===== src/rtl/dmem_arbiter.sv =====
// Two-requester round-robin arbiter and sequencer for the single-port data memory.
// Optional conflict counter output is enabled by defining DMEM_ARB_PERF_EN.
module dmem_arbiter #(
  parameter int READ_LAT = 1,
  parameter int ADDR_W   = 32,
  parameter int DATA_W   = 32
) (
  input  logic              clk,
  input  logic              rst,

  input  logic              m0_req_valid,
  output logic              m0_req_ready,
  input  logic              m0_we,
  input  logic [ADDR_W-1:0] m0_addr,
  input  logic [DATA_W-1:0] m0_wdata,
  input  logic [2:0]        m0_funct3,
  output logic              m0_rsp_valid,
  output logic [DATA_W-1:0] m0_rdata,

  input  logic              m1_req_valid,
  output logic              m1_req_ready,
  input  logic              m1_we,
  input  logic [ADDR_W-1:0] m1_addr,
  input  logic [DATA_W-1:0] m1_wdata,
  input  logic [2:0]        m1_funct3,
  output logic              m1_rsp_valid,
  output logic [DATA_W-1:0] m1_rdata,

  output logic              mem_en,
  output logic              mem_we,
  output logic [ADDR_W-1:0] mem_addr,
  output logic [DATA_W-1:0] mem_wdata,
  output logic [2:0]        mem_funct3,
  input  logic [DATA_W-1:0] mem_rdata,

  output logic              busy
`ifdef DMEM_ARB_PERF_EN
  ,
  output logic [15:0]       conflict_cnt
`endif
);

  localparam logic [1:0] ST_IDLE  = 2'd0;
  localparam logic [1:0] ST_ISSUE = 2'd1;
  localparam logic [1:0] ST_WAIT  = 2'd2;
  localparam logic [1:0] ST_RESP  = 2'd3;

  localparam logic [3:0] CNT_INIT = 4'(READ_LAT - 1);

  logic [1:0]        state_q,      state_d;
  logic [3:0]        cnt_q,        cnt_d;
  logic              owner_q,      owner_d;
  logic              last_grant_q, last_grant_d;
  logic              we_q,         we_d;
  logic [ADDR_W-1:0] addr_q,       addr_d;
  logic [DATA_W-1:0] wdata_q,      wdata_d;
  logic [2:0]        funct3_q,     funct3_d;
  logic [DATA_W-1:0] m0_rdata_q,   m0_rdata_d;
  logic [DATA_W-1:0] m1_rdata_q,   m1_rdata_d;

  logic in_idle;
  logic grant0;
  logic grant1;
  logic accept;
  logic in_issue;
  logic in_resp;

  // Ready is withheld while reset is asserted so every output reads 0 during reset.
  assign in_idle = (state_q == ST_IDLE) && rst;

  // On contention the requester that did not win last time gets the slot.
  assign grant0 = in_idle && m0_req_valid && (!m1_req_valid ||  last_grant_q);
  assign grant1 = in_idle && m1_req_valid && (!m0_req_valid || !last_grant_q);
  assign accept = grant0 || grant1;

  assign m0_req_ready = grant0;
  assign m1_req_ready = grant1;

  always_comb begin
    // NOTE: every next-state variable gets its hold value first so no path can infer a latch.
    state_d      = state_q;
    cnt_d        = cnt_q;
    owner_d      = owner_q;
    last_grant_d = last_grant_q;
    we_d         = we_q;
    addr_d       = addr_q;
    wdata_d      = wdata_q;
    funct3_d     = funct3_q;
    m0_rdata_d   = m0_rdata_q;
    m1_rdata_d   = m1_rdata_q;

    case (state_q)
      ST_IDLE: begin
        if (accept) begin
          owner_d      = grant1;
          last_grant_d = grant1;
          we_d         = grant1 ? m1_we     : m0_we;
          addr_d       = grant1 ? m1_addr   : m0_addr;
          wdata_d      = grant1 ? m1_wdata  : m0_wdata;
          funct3_d     = grant1 ? m1_funct3 : m0_funct3;
          state_d      = ST_ISSUE;
        end
      end

      ST_ISSUE: begin
        if (we_q) begin
          // A store acknowledges with zero data.
          if (owner_q) m1_rdata_d = '0;
          else         m0_rdata_d = '0;
          state_d = ST_RESP;
        end else begin
          cnt_d   = CNT_INIT;
          state_d = ST_WAIT;
        end
      end

      ST_WAIT: begin
        if (cnt_q == 4'd0) begin
          if (owner_q) m1_rdata_d = mem_rdata;
          else         m0_rdata_d = mem_rdata;
          state_d = ST_RESP;
        end else begin
          cnt_d = cnt_q - 4'd1;
        end
      end

      ST_RESP: state_d = ST_IDLE;

      default: state_d = ST_IDLE;
    endcase
  end

  always_ff @(posedge clk or negedge rst) begin
    if (!rst) begin
      state_q      <= ST_IDLE;
      cnt_q        <= 4'd0;
      owner_q      <= 1'b0;
      last_grant_q <= 1'b1;
      we_q         <= 1'b0;
      addr_q       <= '0;
      wdata_q      <= '0;
      funct3_q     <= 3'd0;
      m0_rdata_q   <= '0;
      m1_rdata_q   <= '0;
    end else begin
      // NOTE: non-blocking updates so all state registers sample the same pre-edge values.
      state_q      <= state_d;
      cnt_q        <= cnt_d;
      owner_q      <= owner_d;
      last_grant_q <= last_grant_d;
      we_q         <= we_d;
      addr_q       <= addr_d;
      wdata_q      <= wdata_d;
      funct3_q     <= funct3_d;
      m0_rdata_q   <= m0_rdata_d;
      m1_rdata_q   <= m1_rdata_d;
    end
  end

  assign in_issue = (state_q == ST_ISSUE);
  assign in_resp  = (state_q == ST_RESP);

  // Memory-side buses are forced to zero outside the issue cycle.
  assign mem_en     = in_issue;
  assign mem_we     = in_issue && we_q;
  assign mem_addr   = in_issue ? addr_q   : '0;
  assign mem_wdata  = in_issue ? wdata_q  : '0;
  assign mem_funct3 = in_issue ? funct3_q : 3'd0;

  assign m0_rsp_valid = in_resp && !owner_q;
  assign m1_rsp_valid = in_resp &&  owner_q;
  assign m0_rdata     = m0_rdata_q;
  assign m1_rdata     = m1_rdata_q;

  assign busy = (state_q != ST_IDLE);

`ifdef DMEM_ARB_PERF_EN
  logic        both_valid;
  logic [15:0] conflict_q, conflict_d;

  assign both_valid = m0_req_valid && m1_req_valid;

  always_comb begin
    conflict_d = conflict_q;
    if (accept && both_valid && (conflict_q != 16'hFFFF)) conflict_d = conflict_q + 16'd1;
  end

  always_ff @(posedge clk or negedge rst) begin
    if (!rst) conflict_q <= 16'd0;
    else      conflict_q <= conflict_d;
  end

  assign conflict_cnt = conflict_q;
`endif

endmodule


===== config.mk =====
export PLATFORM = sky130hd
export DESIGN_NAME = dmem_arbiter
export DESIGN_NICKNAME = d
export VERILOG_FILES = /design/src/rtl/dmem_arbiter.sv
export SDC_FILE = /design/constraint.sdc
export NUM_CORES = 1
export LEC_CHECK = 0
export CAP_MARGIN = 15
export CORE_MARGIN = 1.5
export CORE_UTILIZATION = 30
export CTS_CLUSTER_DIAMETER = 30
export DETAILED_ROUTE_END_ITERATION = 10
export PLACE_DENSITY_LB_ADDON = 0.05
export SYNTH_ARGS = -nofsm -noshare
export SYNTH_HDL_FRONTEND = slang
export SYNTH_SLANG_ARGS = --single-unit

===== constraint.sdc =====
create_clock -name clk -period 3 [get_ports clk]
set_input_delay 0.3 -clock clk [delete_from_list [all_inputs] [get_ports clk]]
set_output_delay 0.3 -clock clk [all_outputs]
set_load 0.005 [all_outputs]

Word-level counts from Yosys, hierarchy flattened
Cells that the tools add are included.
{"block": "classes", "addsub": 1, "n_eq_ne": 12, "n_mux": 24, "n_reduce_logical": 24}
{"op": "two-way mux 32 bit", "n": 12}
{"op": "one-hot mux 32 bit (2 select lines)", "n": 2}
{"op": "!= test 2 bit (second input constant)", "n": 9}
{"op": "AND reduction 5 bit", "n": 2}
{"op": "logical AND 1 bit", "n": 8}
{"op": "two-way mux 4 bit", "n": 2}
{"op": "one-hot mux 2 bit (4 select lines)", "n": 1}
{"op": "one-hot mux 4 bit (2 select lines)", "n": 1}
{"op": "two-way mux 3 bit", "n": 2}
{"op": "== test 2 bit (second input constant)", "n": 2}
{"op": "zero test 1 bit", "n": 4}
{"op": "zero test 4 bit", "n": 1}
{"op": "two-way mux 2 bit", "n": 2}
{"op": "AND reduction 2 bit", "n": 2}
{"op": "nonzero test 2 bit", "n": 2}
{"op": "subtractor 4 x 1 -> 4 bit (second input constant)", "n": 1}
{"op": "logical OR 1 bit", "n": 3}
{"op": "AND reduction 3 bit", "n": 1}
{"op": "== test 2 x 1 -> 1 bit (second input constant)", "n": 1}
{"op": "zero test 2 bit", "n": 1}
{"op": "two-way mux 1 bit", "n": 2}
{"block": "totals", "register_bits": 140, "in_bits": 172, "word_cells": 71}

Logic depth before layout (Yosys ltp)
{"block": "depth", "depth_word": 7, "mapped_depth": 9, "ltp_nobuf": 5}

Worst setup path after synthesis
No wires, ideal clock.
{"block": "synth_timing", "path_type": "register to register", "from": "register state_q[0]", "to": "register m1_rdata_q[10], in the netlist m1_rdata[10]", "setup_ns": 0.125, "t_arrival_ns": 2.094, "setup_slack_ns": 0.781, "path_stages_with_launch": 8, "path_buffers": 2, "synth_period_minus_slack_ns": 2.219, "path_cell_list": "dfrtp_1 inv_1 ha_1 clkbuf_1 o21ba_2 a2111oi_4 buf_6 mux2_2"}
{"block": "synth_via", "elab_chain_cells": 3, "word_cells_on_any_way": 9}
{"item": "start: declaration", "line": "50", "source": "logic [1:0] state_q, state_d;"}
{"item": "start signal: assignment", "line": "147", "source": "state_q <= state_d;"}
{"item": "== test 2 bit or == test 2 x 1 -> 1 bit (tied branches)", "line": "92", "source": "case (state_q)"}
{"item": "!= test 2 bit (no line) or nonzero test 2 bit (tied branches)"}
{"item": "AND reduction 5 bit (no line)"}
{"item": "end signal: assignment", "line": "156", "source": "m1_rdata_q <= m1_rdata_d;"}
{"item": "end: declaration", "line": "59", "source": "logic [DATA_W-1:0] m1_rdata_q, m1_rdata_d;"}
Several ways; a longest one is shown, not always the timed one.
A chain may end at the register's enable or synchronous reset.

Worst setup path after layout
{"block": "layout_timing", "from": "register state_q[1]", "to": "output port mem_addr[29]"}
{"block": "layout_via", "elab_chain_cells": 2}
{"item": "== test 2 x 1 -> 1 bit", "line": "160", "source": "assign in_issue = (state_q == ST_ISSUE);"}
{"item": "two-way mux 32 bit", "line": "166", "source": "assign mem_addr = in_issue ? addr_q : '0;"}
{"item": "end: declaration", "line": "31", "source": "output logic [ADDR_W-1:0] mem_addr,"}
No other way between the ends.

==> results.yml <==
routing:
  drc: 0
  viasPerCell: 4.887
  drt-total-wl_mm: 23.74
  first_pass_iters: 5
  postRouteAntennaNets: 0
  wl_per_cell_um: 18.51
  vias: 6265
  drt_iter0_drc: 260
worst_setup_path:
  critPathCaptureType: "primary output"
  worst_ep_arrival_time_ps: 2450
  crit_type: "reg -> out"
  cp_num_buf_inv: 3
  crit_slowest_cell: "clkdlybuf4s50_1"
  crit_family: "buffers and inverters"
  crit_chain: "inv_1 > ha_4 > buf_4 > and2_1 > clkdlybuf4s50_1"
  required_ps: 2700
  slowest_delay_ps: 510
  worstPathMaxFanout: 41
  start_kind: "register"
logic_synthesis:
  ys_warn_count: 0
  synth-edff-count: 0
  synth_top_cell_area_share_pct: 50.16
  yosysTopAreaCell: "dfrtp_1"
  synth_nets: 877
  ys_types: 36
  synth_seq_cells: 140
  ys_seq_area_share_pct: 50.54
  async_reset_ff_share_pct: 100.0
  synth.avg_cell_area_um2: 9.920
  ys.flop_type: "dfrtp_1"
  synthCells: 699
  synthTopCellsByArea: "dfrtp_1 (50%), mux2_2 (10%), and2_1 (9.2%), a31oi_1 (6.1%), o21ai_0 (5.1%)"
  synth_area_mm2: 0.006934
die:
  core_mm2: 0.02264
  die_w_um: 155.0
  fp-row-count: 55
  io_pins: 310
  start_util_pct: 30.63
  die_h_um: 155.0
  dieArea_mm2: 0.02403
finish:
  fin_util_pct: 48.12
  layout_commonest_cell: "clkdlybuf4s50_1"
  syn_to_final_growth_pct: 57.13
  fillers: 2130
  drive_above_1_share_pct: 12.56
  mostFrequentLayoutCells: "clkdlybuf4s50_1 (308), dfrtp_1 (139), and2_1 (101)"
  final_nets: 1160
sta:
  clock_skew_ps: 18.40
  hold_viol_final: 0
  period_needed_ps: 2755
  period_share_pct: 91.82
  tns_ps: 0
  max_freq_mhz: 363.0
  slew_violations: 0
  worstMarginPinSlew_ps: 726.4
  rsz0062_at_grt: "false"
  setup_viol: 0
  slew-limit-headroom_pct: 51.57
global_routing:
  overflow: 0
  grt_max_degree: 71
  grt_pass1_vias: 6582
  grt_first_pass_wirelength_mm: 37.54
  antenna_found_initial: 2
  grtUsageTotal_pct: 19.97
power_and_ir_drop:
  p_clk_share_pct: 21.8
  seqPwrFrac_pct: 30.8
  p_sw_share_pct: 34.77
  cellLeakagePower_nw: 4.508
  net-switching-power_mw: 3.380
  power_mw: 9.721
  cellPowerDensity_mw_per_mm2: 892.2
  internal-power_mw: 6.341
  combPwrFrac_pct: 47.4
  vdd_ir_drop_max_mv: 0.6216
cts:
  htreeDepth: 4
  postCtsSetupBuffers: 0
  clkLatencyLatePin_ps: 420
  cts.sinks: 140
  clkTransAtPathRegs_ps: 60
  cts_made_buffers: 17
  cts_tree: "yes"
  cts.path.max_buffers: 2
  cts_root_buf: "clkbuf_16"
placement:
  dp_hpwl_mm: 15.80
  routabilityCongestion: 0.7623
  placement.io_buffers: 309
outcome:
  status: "finished, final reports clean"
flow_run:
  cap_violations: 0
min_path:
  min_path_type: "in -> async"
==> stage by stage <==
stage | std cells | area (um2) | hold slack (ps) | setup WS [ps]
5_1_grt | 1282 | 10900 | 282.3 | 49.77
2_1_floorplan | 699 | 6934 | 4.409 | 781.2
3_5_place_dp | 1247 | 10280 | 119.9 | 424.7
4_1_cts | 1280 | 10890 | 253.8 | 185.8
3_3_place_gp | 1247 | 10280 | 122.0 | 546.0
6_report | 1282 | 10900 | 281.4 | 245.4
==> final timing paths <==
path,from,to,slack [ps],cells past startpoint
setup / recovery,state_q[1],mem_addr[29],250,5
hold / removal,rst,addr_q[15],280,2
setup reg to reg,cnt_q[0],m1_rdata[16],670,6
hold reg to reg,m0_rdata[5],m0_rdata[5],500,1
max in group asynchronous,rst,m0_rdata[20],1230,4
min in group clk,m0_wdata[13],wdata_q[13],430,3
==> worst register-to-register path: stages, from the launching register on <==
cell and delay, ps:
dfrtp_1 420, inv_1 90, ha_1 180, or3b_4 450
a2111oi_4 430, buf_12 270, mux2_2 380
==> cell families after synthesis <==
logic type      Yosys count  synth area share, %
compound gates          223                18.73
fa+ha+maj                 6                1.083
simple gates            192                14.49
flops                   140                50.54
mux                      65                10.54
buf+inv                  73                4.619
==> timing repair <==
action,CTS,global route
hold buffers,1,0
resized for setup,1,0
setup endpoints to repair,33,0
endpoints found under the hold margin,3,0
==> routing by layer <==
layer	GRT usage, %	vias to the layer above	routed length, um
met5	0	-	0
met4	6.044	0	337
met3	5.627	20	1658
met2	32.07	230	11070
met1	26.14	3000	10670
li1	-	3015	-
==> sequential cells by signal, summed over array words and instances, names as in the netlist <==
signal and cells:
cnt_q 4, owner_q 1, we_q 1, last_grant_q 1, m0_rdata 32, wdata_q 32, state_q 2, m1_rdata 32
funct3_q 3, addr_q 32
==> area by class of cell <==
cell class / instances / area, um2 / area share, %
diodes: 2 / 5.005 / 0.04593
well taps: 285 / 356.6 / 3.273
clock buffers: 18 / 439.2 / 4.031
clock inverters: 14 / 147.6 / 1.355
multi-input cells: 486 / 3132 / 28.74
repair buffers: 328 / 3277 / 30.08
inverters: 9 / 33.78 / 0.3101
flip-flops and latches: 140 / 3505 / 32.17
==> power by group through the flow <==
stage / clock, mW / sequential (mW) / combinational (mW)
finish: 2.12 / 2.99 / 4.61
global route: 2.27 / 3.09 / 5.07
CTS: 2.20 / 3.00 / 4.70
detailed placement: 0 / 3.01 / 4.67
global placement: 0 / 3.05 / 4.62
floorplan: 0 / 2.91 / 2.53
==> Yosys cell counts, types with 5 or more instances <==
| library cell | count |
|---|---|
| dfrtp_1 | 139 |
| a21oi_1 | 69 |
| inv_1 | 9 |
| clkbuf_1 | 55 |
| o21ai_0 | 70 |
| nand2_1 | 8 |
| mux2_2 | 62 |
| a31oi_1 | 68 |
| nor2_1 | 70 |
| buf_6 | 6 |
| and2_1 | 102 |
| nand3_1 | 5 |
| ha_1 | 6 |
Note: power is estimated with default switching activity, not from simulation.
